### config.mk
export PLATFORM = sky130hd
export DESIGN_NAME = rr_arbiter16
export DESIGN_NICKNAME = d
export VERILOG_FILES = /design/src/rtl/rr_arbiter16_pkg.sv /design/src/rtl/rr_arbiter16_pick.sv /design/src/rtl/rr_arbiter16.sv
export SDC_FILE = /design/constraint.sdc
export NUM_CORES = 1
export LEC_CHECK = 0
export ABC_CLOCK_PERIOD_IN_PS = 4500
export BUFFER_PORTS_ARGS = -buffer_cell sky130_fd_sc_hd__buf_2
export CAP_MARGIN = 30
export CORE_ASPECT_RATIO = 0.8
export CORE_MARGIN = 4
export CORE_UTILIZATION = 61
export DETAILED_ROUTE_END_ITERATION = 8
export GPL_TIMING_DRIVEN = 0
export PLACE_DENSITY = 0.82
export RECOVER_POWER = 100
export SLEW_MARGIN = 20
export SYNTH_ARGS = -nofsm -noshare
export SYNTH_HDL_FRONTEND = slang
export SYNTH_SLANG_ARGS = --single-unit
### constraint.sdc
create_clock -name clk -period 4.5 [get_ports clk]
set_input_delay 0.9 -clock clk [delete_from_list [all_inputs] [get_ports clk]]
set_output_delay 0.9 -clock clk [all_outputs]
set_load 0.05 [all_outputs]
### src/rtl/rr_arbiter16_pkg.sv
// Shared types and sizes for the 16-way round-robin arbiter; no logic, no latency, no backpressure.
package rr_arbiter16_pkg;

    localparam int NUM_REQ = 16;
    localparam int ID_W    = 4;
    localparam int HOLD_W  = 16;

    typedef enum logic [1:0] {
        IDLE    = 2'd0,
        GRANT   = 2'd1,
        RELEASE = 2'd2
    } state_t;

endpackage

### src/rtl/rr_arbiter16_pick.sv
// rr_pick: combinational first-set-bit search starting at i_ptr with wrap-around.
// Zero latency; no flow control, the caller decides when to use the pick.
module rr_pick
    import rr_arbiter16_pkg::*;
(
    input  logic [NUM_REQ-1:0] i_req,
    input  logic [ID_W-1:0]    i_ptr,
    output logic [NUM_REQ-1:0] o_pick,
    output logic [ID_W-1:0]    o_pick_id,
    output logic               o_any_req
);

    logic [2*NUM_REQ-1:0] w_req_dbl;
    logic [NUM_REQ-1:0]   w_rot;
    logic [NUM_REQ-1:0]   w_low;
    logic [2*NUM_REQ-1:0] w_low_dbl;
    logic [ID_W-1:0]      w_low_id;
    logic [ID_W:0]        w_back_base;

    // Rotate right so that bit 0 of w_rot is requester i_ptr.
    assign w_req_dbl = {i_req, i_req};
    assign w_rot     = w_req_dbl[i_ptr +: NUM_REQ];
    assign w_low     = w_rot & (-w_rot);

    always_comb begin
        w_low_id = '0;
        for (int k = NUM_REQ - 1; k >= 0; k--) begin
            if (w_rot[k]) begin
                w_low_id = ID_W'(k);
            end
        end
    end

    // Rotate the isolated bit back left by i_ptr.
    assign w_low_dbl   = {w_low, w_low};
    assign w_back_base = (ID_W+1)'(NUM_REQ) - {1'b0, i_ptr};
    assign o_pick      = w_low_dbl[w_back_base +: NUM_REQ];
    assign o_pick_id   = w_low_id + i_ptr;
    assign o_any_req   = |i_req;

endmodule

### src/rtl/rr_arbiter16.sv
// 16-way round-robin arbiter: registered one-hot grant one cycle after request, held until owner drops req,
// one dead cycle between grants. Optional tenure limit under RR_ARBITER16_TIMEOUT_EN.
module rr_arbiter16
    import rr_arbiter16_pkg::*;
#(
    parameter int MAX_HOLD = 64
) (
    input  logic               clk,
    input  logic               reset,
    input  logic               enable,
    input  logic [NUM_REQ-1:0] req,
    output logic [NUM_REQ-1:0] gnt,
    output logic [ID_W-1:0]    gnt_id,
    output logic               gnt_valid,
    output logic               timeout
);

    state_t             r_state;
    logic [NUM_REQ-1:0] r_gnt;
    logic [ID_W-1:0]    r_gnt_id;
    logic               r_gnt_valid;
    logic [ID_W-1:0]    r_ptr;

    state_t             w_nxt_state;
    logic [NUM_REQ-1:0] w_nxt_gnt;
    logic [ID_W-1:0]    w_nxt_gnt_id;
    logic               w_nxt_gnt_valid;
    logic [ID_W-1:0]    w_nxt_ptr;
    logic               w_release;

    logic [NUM_REQ-1:0] w_pick;
    logic [ID_W-1:0]    w_pick_id;
    logic               w_any_req;

`ifdef RR_ARBITER16_TIMEOUT_EN
    localparam logic [HOLD_W-1:0] HOLD_LIMIT = HOLD_W'(MAX_HOLD - 1);
    logic [HOLD_W-1:0] r_hold_cnt;
    logic [HOLD_W-1:0] w_nxt_hold_cnt;
    logic              r_timeout;
    logic              w_nxt_timeout;
`else
    logic [HOLD_W-1:0] w_unused_max_hold;
    assign w_unused_max_hold = HOLD_W'(MAX_HOLD);
`endif

    rr_pick u_pick (
        .i_req     (req),
        .i_ptr     (r_ptr),
        .o_pick    (w_pick),
        .o_pick_id (w_pick_id),
        .o_any_req (w_any_req)
    );

    always_comb begin
        w_nxt_state     = r_state;
        w_nxt_gnt       = r_gnt;
        w_nxt_gnt_id    = r_gnt_id;
        w_nxt_gnt_valid = r_gnt_valid;
        w_nxt_ptr       = r_ptr;
        w_release       = 1'b0;
`ifdef RR_ARBITER16_TIMEOUT_EN
        w_nxt_hold_cnt  = r_hold_cnt;
        w_nxt_timeout   = 1'b0;
`endif
        case (r_state)
            IDLE, RELEASE: begin
                if (enable && w_any_req) begin
                    w_nxt_state     = GRANT;
                    w_nxt_gnt       = w_pick;
                    w_nxt_gnt_id    = w_pick_id;
                    w_nxt_gnt_valid = 1'b1;
`ifdef RR_ARBITER16_TIMEOUT_EN
                    w_nxt_hold_cnt  = '0;
`endif
                end else begin
                    w_nxt_state = IDLE;
                end
            end
            GRANT: begin
                w_release = !req[r_gnt_id];
`ifdef RR_ARBITER16_TIMEOUT_EN
                // An owner drop on the limit cycle wins: normal release, no timeout pulse.
                if (!w_release && r_hold_cnt == HOLD_LIMIT) begin
                    w_release     = 1'b1;
                    w_nxt_timeout = 1'b1;
                end else if (!w_release) begin
                    w_nxt_hold_cnt = r_hold_cnt + 1'b1;
                end
`endif
                if (w_release) begin
                    w_nxt_state     = RELEASE;
                    w_nxt_gnt       = '0;
                    w_nxt_gnt_id    = '0;
                    w_nxt_gnt_valid = 1'b0;
                    w_nxt_ptr       = r_gnt_id + 1'b1;
                end
            end
            default: begin
                w_nxt_state     = IDLE;
                w_nxt_gnt       = '0;
                w_nxt_gnt_id    = '0;
                w_nxt_gnt_valid = 1'b0;
            end
        endcase
    end

    always_ff @(posedge clk) begin
        if (reset) begin
            r_state     <= IDLE;
            r_gnt       <= '0;
            r_gnt_id    <= '0;
            r_gnt_valid <= 1'b0;
            r_ptr       <= '0;
        end else begin
            r_state     <= w_nxt_state;
            r_gnt       <= w_nxt_gnt;
            r_gnt_id    <= w_nxt_gnt_id;
            r_gnt_valid <= w_nxt_gnt_valid;
            r_ptr       <= w_nxt_ptr;
        end
    end

`ifdef RR_ARBITER16_TIMEOUT_EN
    always_ff @(posedge clk) begin
        if (reset) begin
            r_hold_cnt <= '0;
            r_timeout  <= 1'b0;
        end else begin
            r_hold_cnt <= w_nxt_hold_cnt;
            r_timeout  <= w_nxt_timeout;
        end
    end
    assign timeout = r_timeout;
`else
    assign timeout = 1'b0;
`endif

    assign gnt       = r_gnt;
    assign gnt_id    = r_gnt_id;
    assign gnt_valid = r_gnt_valid;

endmodule
==> results.json, run 1 <==
{
  "synth_top_area_share_pct": 15.8,
  "syn_area_per_cell_sq_um": 8.65,
  "drc": 0,
  "synth.top_cells.by_area": "mux4_2, dfxtp_1, mux2_2",
  "initialDrtViolationCount": 709,
  "gr-total-overflow": 0,
  "max_stage_delay_ns": 0.42,
  "post-route-period-util_pct": 95.5,
  "synthAdderAreaFrac_pct": 2.07,
  "yosysWarnings": 0,
  "fin_crit_ns": 4.30,
  "cts_made_buffers": 3,
  "nFillCells": 571,
  "drv_slew": 0,
  "total_leakage_power_nw": 1.46,
  "wl_um": 13700,
  "synthToLayoutAreaGrowth_pct": 8.77,
  "grt_pass1_wl_um": 22100,
  "dr_total_vias": 4505,
  "required_ns": 4.71,
  "port_buffers": 39,
  "tritoncts": "built",
  "final_common_cell": "nand2_1",
  "synth.yosys.seq_area_share_pct": 13.5,
  "drive_above_1_share_pct": 21.6,
  "synth-compound-area-share_pct": 29.1,
  "synth_cells": 462,
  "gr-usage-all-layers_pct": 35.1,
  "clock-sinks": 27,
  "drtPass1Iterations": 6,
  "worstMarginPinSlew_ns": 0.980,
  "syn_nets": 487,
  "postRouteAntennaNets": 0,
  "antenna_found_initial": 0,
  "fmax_ghz": 0.233,
  "outcome": "finished, final reports clean",
  "ys_seq_elements": 27,
  "clock_latency_ns": 0.29,
  "hpwl_um": 10700,
  "final_cells": 588,
  "die_y_um": 80.4,
  "path_clk_slew_ns": 0.10,
  "fp-row-count": 26,
  "path_class": "reg2reg",
  "clk_root_buffer_cell": "clkbuf_8",
  "grt_max_degree": 18,
  "synthXorXnorAreaFrac_pct": 1.97,
  "ys_async_sr_fraction_pct": 0,
  "synth_mux_area_share_pct": 29.5,
  "fin_skew_ns": 0.00457,
  "fin_ws_ns": 0.202,
  "synth_top_family_by_area": "multiplexers",
  "synth_edf_count": 0,
  "io_pins": 41,
  "n_antenna_cell": 0,
  "rsz0062_at_grt": "true",
  "path_common_cell": "buf_2",
  "grt_pass1_vias": 4212,
  "via_per_inst": 7.66,
  "cp_cell_sequence": "buf_2 -> buf_2 -> inv_1 -> clkbuf_1 -> buf_2 -> clkbuf_2 -> ha_2 -> clkinv_2 -> a21oi_1 -> a22o_1 -> or4_4 -> buf_4 -> o21ai_0 -> o41ai_1 -> o31ai_2",
  "synth.distinct_cells": 84,
  "core_sq_um": 6380,
  "worstSetupStartpointType": "flip-flop",
  "synth_area_sq_um": 4000,
  "ir_worst_vdd_v": 0.000193,
  "setup-tns-final_ns": 0,
  "synth_flop_cell": "dfxtp_1",
  "cap_viol_max_count": 0,
  "synth-simple-area-share_pct": 18.1,
  "start_util_pct": 62.7,
  "slew_headroom_pct": 34.5,
  "wl_per_cell_um": 23.3,
  "slowest_stage": "or4_4",
  "hold_class": "reg2reg",
  "nets": 530,
  "final_cell_mix": "nand2_1, clkbuf_1, mux4_2",
  "whs_ns": 0.466,
  "die_area_sq_um": 7920,
  "cts.path.max_buffers": 2,
  "powerDensity_nw_per_um2": 294,
  "cts_max_level": 1,
  "place_congestion": 1.00,
  "postCtsSetupBuffers": 0,
  "finalHoldViolCount": 0,
  "worstPathArrival_ns": 4.51,
  "die_x_um": 98.5,
  "setup_viol": 0,
  "dp.cells": 585,
  "cp_max_fo": 10,
  "place_ws_ns": -0.338,
  "yosysTopAreaCell": "mux4_2",
  "critPathCaptureType": "flip-flop"
}
## what timing repair did
item | 4_1_cts | 5_1_grt
gates resized for setup | 4 | 16
hold buffers | 0 | 0
endpoints found under the setup margin | 16 | 17
## per-stage QoR
stage                     util [%]  total power, mW  cell area [sq um]
final                         68.2             1.28               4350
after global routing          68.2             1.35               4350
after CTS                     68.2             1.24               4350
after detailed placement      67.4             1.09               4300
after global placement        67.4             1.08               4300
after floorplan                  -            0.877               4000
## routing by layer
metal | vias up | global-route usage, % | part of all wire [%]
li1 | 1956 | - | -
met1 | 2097 | 51.2 | 41
met2 | 397 | 51.3 | 41
met3 | 55 | 8.68 | 15
met4 | 0 | 9.55 | 2.9
met5 | - | 0 | 0
## state kept, by name, summed over array words and instances (netlist names)
signal and cells:
gnt 16, gnt_id 4, gnt_valid 1, r_ptr 4, r_state 2
## synth_stat cells, drive strengths merged (7+ instances only)
library cell and instances:
nand2 40, mux4 28, dfxtp 27, mux2i 25, mux2 24, nor2 24, a21oi 23, clkbuf 23
o21ai 20, buf 15, nor3 13, nand3 12, a211oi 11, o211ai 10, o221ai 9, a221oi 8
a22oi 8, nor2b 8, inv 7, nand4 7, nor4 7, o2111ai 7
## power breakdown
part           internal (mW)  leakage, nW  total (mW)  switching (mW)
clock network         0.0654       0.0261       0.153          0.0877
registers              0.259        0.219       0.273          0.0144
logic                  0.294         1.21       0.854           0.559
total                  0.619         1.46        1.28           0.661
## critical path: cells and delay by family, from the launching register on
family / cells / cell delay, ns
buffers and inverters: 8 / 2.06
AOI/OAI and AO/OA: 5 / 1.00
and+or+nand+nor: 1 / 0.42
adders and majority gates: 1 / 0.41
DFF: 1 / 0.34
## logic make-up (layout without fill, tap and decap cells)
logic type,count (synthesis),after routing
buffers and inverters,46,88
AOI/OAI and AO/OA,155,155
xor gates and xnor gates,9,9
muxes,77,77
other,1,1
and+or+nand+nor,141,141
adders and majority gates,6,6
DFF,27,27
## path summary, 6_finish.rpt
| path | cells after the start | from | slack [ns] | to |
|---|---|---|---|---|
| max reg2reg | 15 | r_ptr[0] | 0.20 | gnt[10] |
| min reg2reg | 2 | gnt[3] | 0.47 | gnt[3] |
| min | 2 | gnt[3] | 0.47 | gnt[3] |
| max | 15 | r_ptr[0] | 0.20 | gnt[10] |
## final cells by class
cell class / instances / area (sq um) / share of cell area, %
clock buffer: 3 / 41.3 / 0.950
timing repair buffer: 39 / 169 / 3.89
tap: 84 / 105 / 2.42
clock inverter: 1 / 8.76 / 0.201
buffer: 37 / 196 / 4.52
sequential: 27 / 541 / 12.4
inverter: 8 / 31.3 / 0.720
multi-input combinational: 389 / 3250 / 74.9
(Power assumes the default switching activity.)
==> run 2, diff against run 1 <==
- ABC_AREA: unset -> 1
- CAP_MARGIN: 30 -> 0
- RECOVER_POWER: 100 -> 50
==> results.json, run 2 <==
{
  "wl_per_cell_um": 15.4,
  "setup-tns-final_ns": 0,
  "ir_worst_vdd_v": 0.000385,
  "largest_reg_flops": 16,
  "rsz0062_at_grt": "false",
  "synth.cells.most_frequent": "nand2_1, nand3_1, a21oi_1, inv_1, nor2_1",
  "path_clk_slew_ns": 0.09,
  "synth.yosys.seq_area_share_pct": 14.4,
  "met3_usage_pct": 4.60,
  "synth_most_common_cell": "nand2_1",
  "cts_made_buffers": 3,
  "outcome": "finished, final reports clean",
  "required_ns": 4.64,
  "yosysWarnings": 0,
  "synth_cells": 693,
  "reg2regPathDepth": 23,
  "hold_depth": 2,
  "start_util_pct": 63.3,
  "synth_area_sq_um": 3760,
  "cts.path.max_buffers": 2,
  "gr-usage-met1_pct": 53.7,
  "synthToLayoutAreaGrowth_pct": 8.34,
  "hpwl_um": 10200,
  "hold_class": "reg2reg",
  "synth_flop_cell": "dfxtp_1",
  "port_buffers": 39,
  "max_stage_delay_ns": 0.41,
  "finalHoldViolCount": 0,
  "postRouteAntennaNets": 0,
  "clock_latency_ns": 0.27,
  "synth_top_area_share_pct": 24.9,
  "gr-total-overflow": 0,
  "cts.repair.resized": 0,
  "tritoncts": "built",
  "cts_max_level": 1,
  "critPathTopFamily": "simple AND/OR/NAND/NOR gates",
  "r2r_end": "gnt_id[3]",
  "antenna_found_initial": 0,
  "grt_pass1_vias": 4285,
  "worstReg2RegStart": "r_ptr[1]",
  "nFillCells": 579,
  "drv_slew": 0,
  "post-route-period-util_pct": 81.4,
  "cp_cell_sequence": "buf_6 -> clkinv_2 -> buf_6 -> nand3_1 -> nand3_1 -> nand3_1 -> nand2_1 -> inv_1 -> a21oi_1 -> o21ai_0 -> a21oi_1 -> o21ai_0 -> nand2_1 -> a21oi_1 -> nor2_1 -> o21ai_0 -> ha_1 -> nand3_1 -> nand2_1 -> xor2_1 -> or2_2 -> nand3_1 -> a21oi_1",
  "synth.distinct_cells": 38,
  "path_common_cell": "nand3_1",
  "cp_max_fo": 10,
  "hold_buffers": 0,
  "clock-sinks": 27,
  "gr-usage-all-layers_pct": 33.8,
  "critPathCaptureType": "flip-flop",
  "via_per_inst": 6.20,
  "core_sq_um": 5940,
  "initialDrtViolationCount": 680,
  "fp-row-count": 25,
  "synth.top_cells.by_area": "nand2_1, nand3_1, dfxtp_1",
  "worstHoldStart": "gnt[3]",
  "io_pins": 41,
  "cap_viol_max_count": 0,
  "fin_skew_ns": 0.00632,
  "top_usage_layer": "met1",
  "yosysTopAreaCell": "nand2_1",
  "grt_max_degree": 16,
  "drc": 0,
  "ys_seq_elements": 27,
  "path_class": "reg2reg",
  "powerDensity_nw_per_um2": 448,
  "grt_pass1_wl_um": 20600,
  "total_leakage_power_nw": 1.97,
  "syn_area_per_cell_sq_um": 5.43,
  "place_congestion": 1.01,
  "place_ws_ns": 0.738,
  "worstMarginPinSlew_ns": 0.936,
  "dr_total_vias": 5065,
  "final_common_cell": "nand2_1",
  "final_cell_mix": "nand2_1, nand3_1, clkbuf_1",
  "fin_ws_ns": 0.838,
  "drive_above_1_share_pct": 12.6,
  "min_to": "gnt[3]",
  "die_x_um": 95.8,
  "slowest_stage": "dfxtp_1",
  "synth_edf_count": 0,
  "final_cell_area_sq_um": 4080,
  "clk_root_buffer_cell": "clkbuf_8",
  "die_area_sq_um": 7500,
  "die_y_um": 78.3,
  "n_antenna_cell": 0,
  "setup_viol": 0,
  "fmax_ghz": 0.273,
  "utilization_pct": 68.6,
  "drtPass1Iterations": 6,
  "worstPathArrival_ns": 3.80,
  "nets": 762,
  "ys_async_sr_fraction_pct": 0,
  "wl_um": 12600,
  "slew_headroom_pct": 37.1,
  "worstSetupStartpointType": "flip-flop",
  "critPathBufInv": 4,
  "r2r_slack_ns": 0.84,
  "fin_crit_ns": 3.66,
  "grtUsageMet2_pct": 48.9,
  "syn_nets": 718,
  "dpl_cell_area_sq_um": 4060,
  "postCtsSetupBuffers": 0
}
==> run 2: cell families (layout without fill, tap and decap cells) <==
group	Yosys count	count (layout)	share of synthesized area (%)
AO/OA/AOI/OAI	75	75	10.8
XOR/XNOR	6	6	1.40
adder cells (fa/ha/maj)	6	6	2.19
buffers and inverters	79	122	9.74
flip-flops	27	27	14.4
other	1	1	0.0996
AND/OR/NAND/NOR	499	499	61.4
==> run 2: worst max-delay path by stage <==
stage,startpoint,end,depth (start not counted)
finish,r_ptr[1],gnt_id[3],23
global route,r_ptr[1],gnt_id[3],23
CTS,r_ptr[1],gnt_id[3],23
detailed placement,req[6],gnt_id[3],22
global placement,req[0],gnt_id[3],21
floorplan,req[1],gnt_id[3],20
==> run 2: worst register-to-register path, stage by stage (launching register included) <==
cell and delay [ns]:
dfxtp_1 0.41, buf_6 0.17, clkinv_2 0.14, buf_6 0.18, nand3_1 0.14, nand3_1 0.18
nand3_1 0.13, nand2_1 0.13, inv_1 0.10, a21oi_1 0.04, o21ai_0 0.18, a21oi_1 0.09
o21ai_0 0.16, nand2_1 0.08, a21oi_1 0.14, nor2_1 0.06, o21ai_0 0.27, ha_1 0.25
nand3_1 0.09, nand2_1 0.09, xor2_1 0.07, or2_2 0.30, nand3_1 0.07, a21oi_1 0.07
==> run 2: area by class of cell <==
cell class / instances / area, sq um / area share [%]
plain buffers: 39 / 211 / 5.19
clock buffers: 3 / 41.3 / 1.01
clock inverters: 1 / 5.00 / 0.123
inverters: 40 / 154 / 3.77
multi-input cells: 587 / 2860 / 70.1
flip-flops and latches: 27 / 541 / 13.3
well taps: 81 / 101 / 2.49
repair buffers: 39 / 168 / 4.11
==> run 2: report_power, final <==
group	switching, mW	internal, mW	total, mW
logic	1.00	0.389	1.39
clock network	0.0723	0.0619	0.134
registers	0.0257	0.278	0.304
==> run 2: through the flow <==
step | instances | total power, mW | hold slack [ns]
2_1_floorplan | 693 | 1.35 | 0.521
3_3_place_gp | 813 | 1.63 | 0.449
3_5_place_dp | 813 | 1.66 | 0.452
4_1_cts | 817 | 1.79 | 0.466
5_1_grt | 817 | 1.98 | 0.488
6_report | 817 | 1.83 | 0.470
==> run 2: metal layers <==
metal | share of wire, % | vias to the layer above | wire length (um)
met5 | 0 | - | 0
met1 | 45 | 2272 | 5670
li1 | - | 2402 | -
met3 | 14 | 19 | 1700
met2 | 41 | 372 | 5130
met4 | 0.71 | 0 | 89
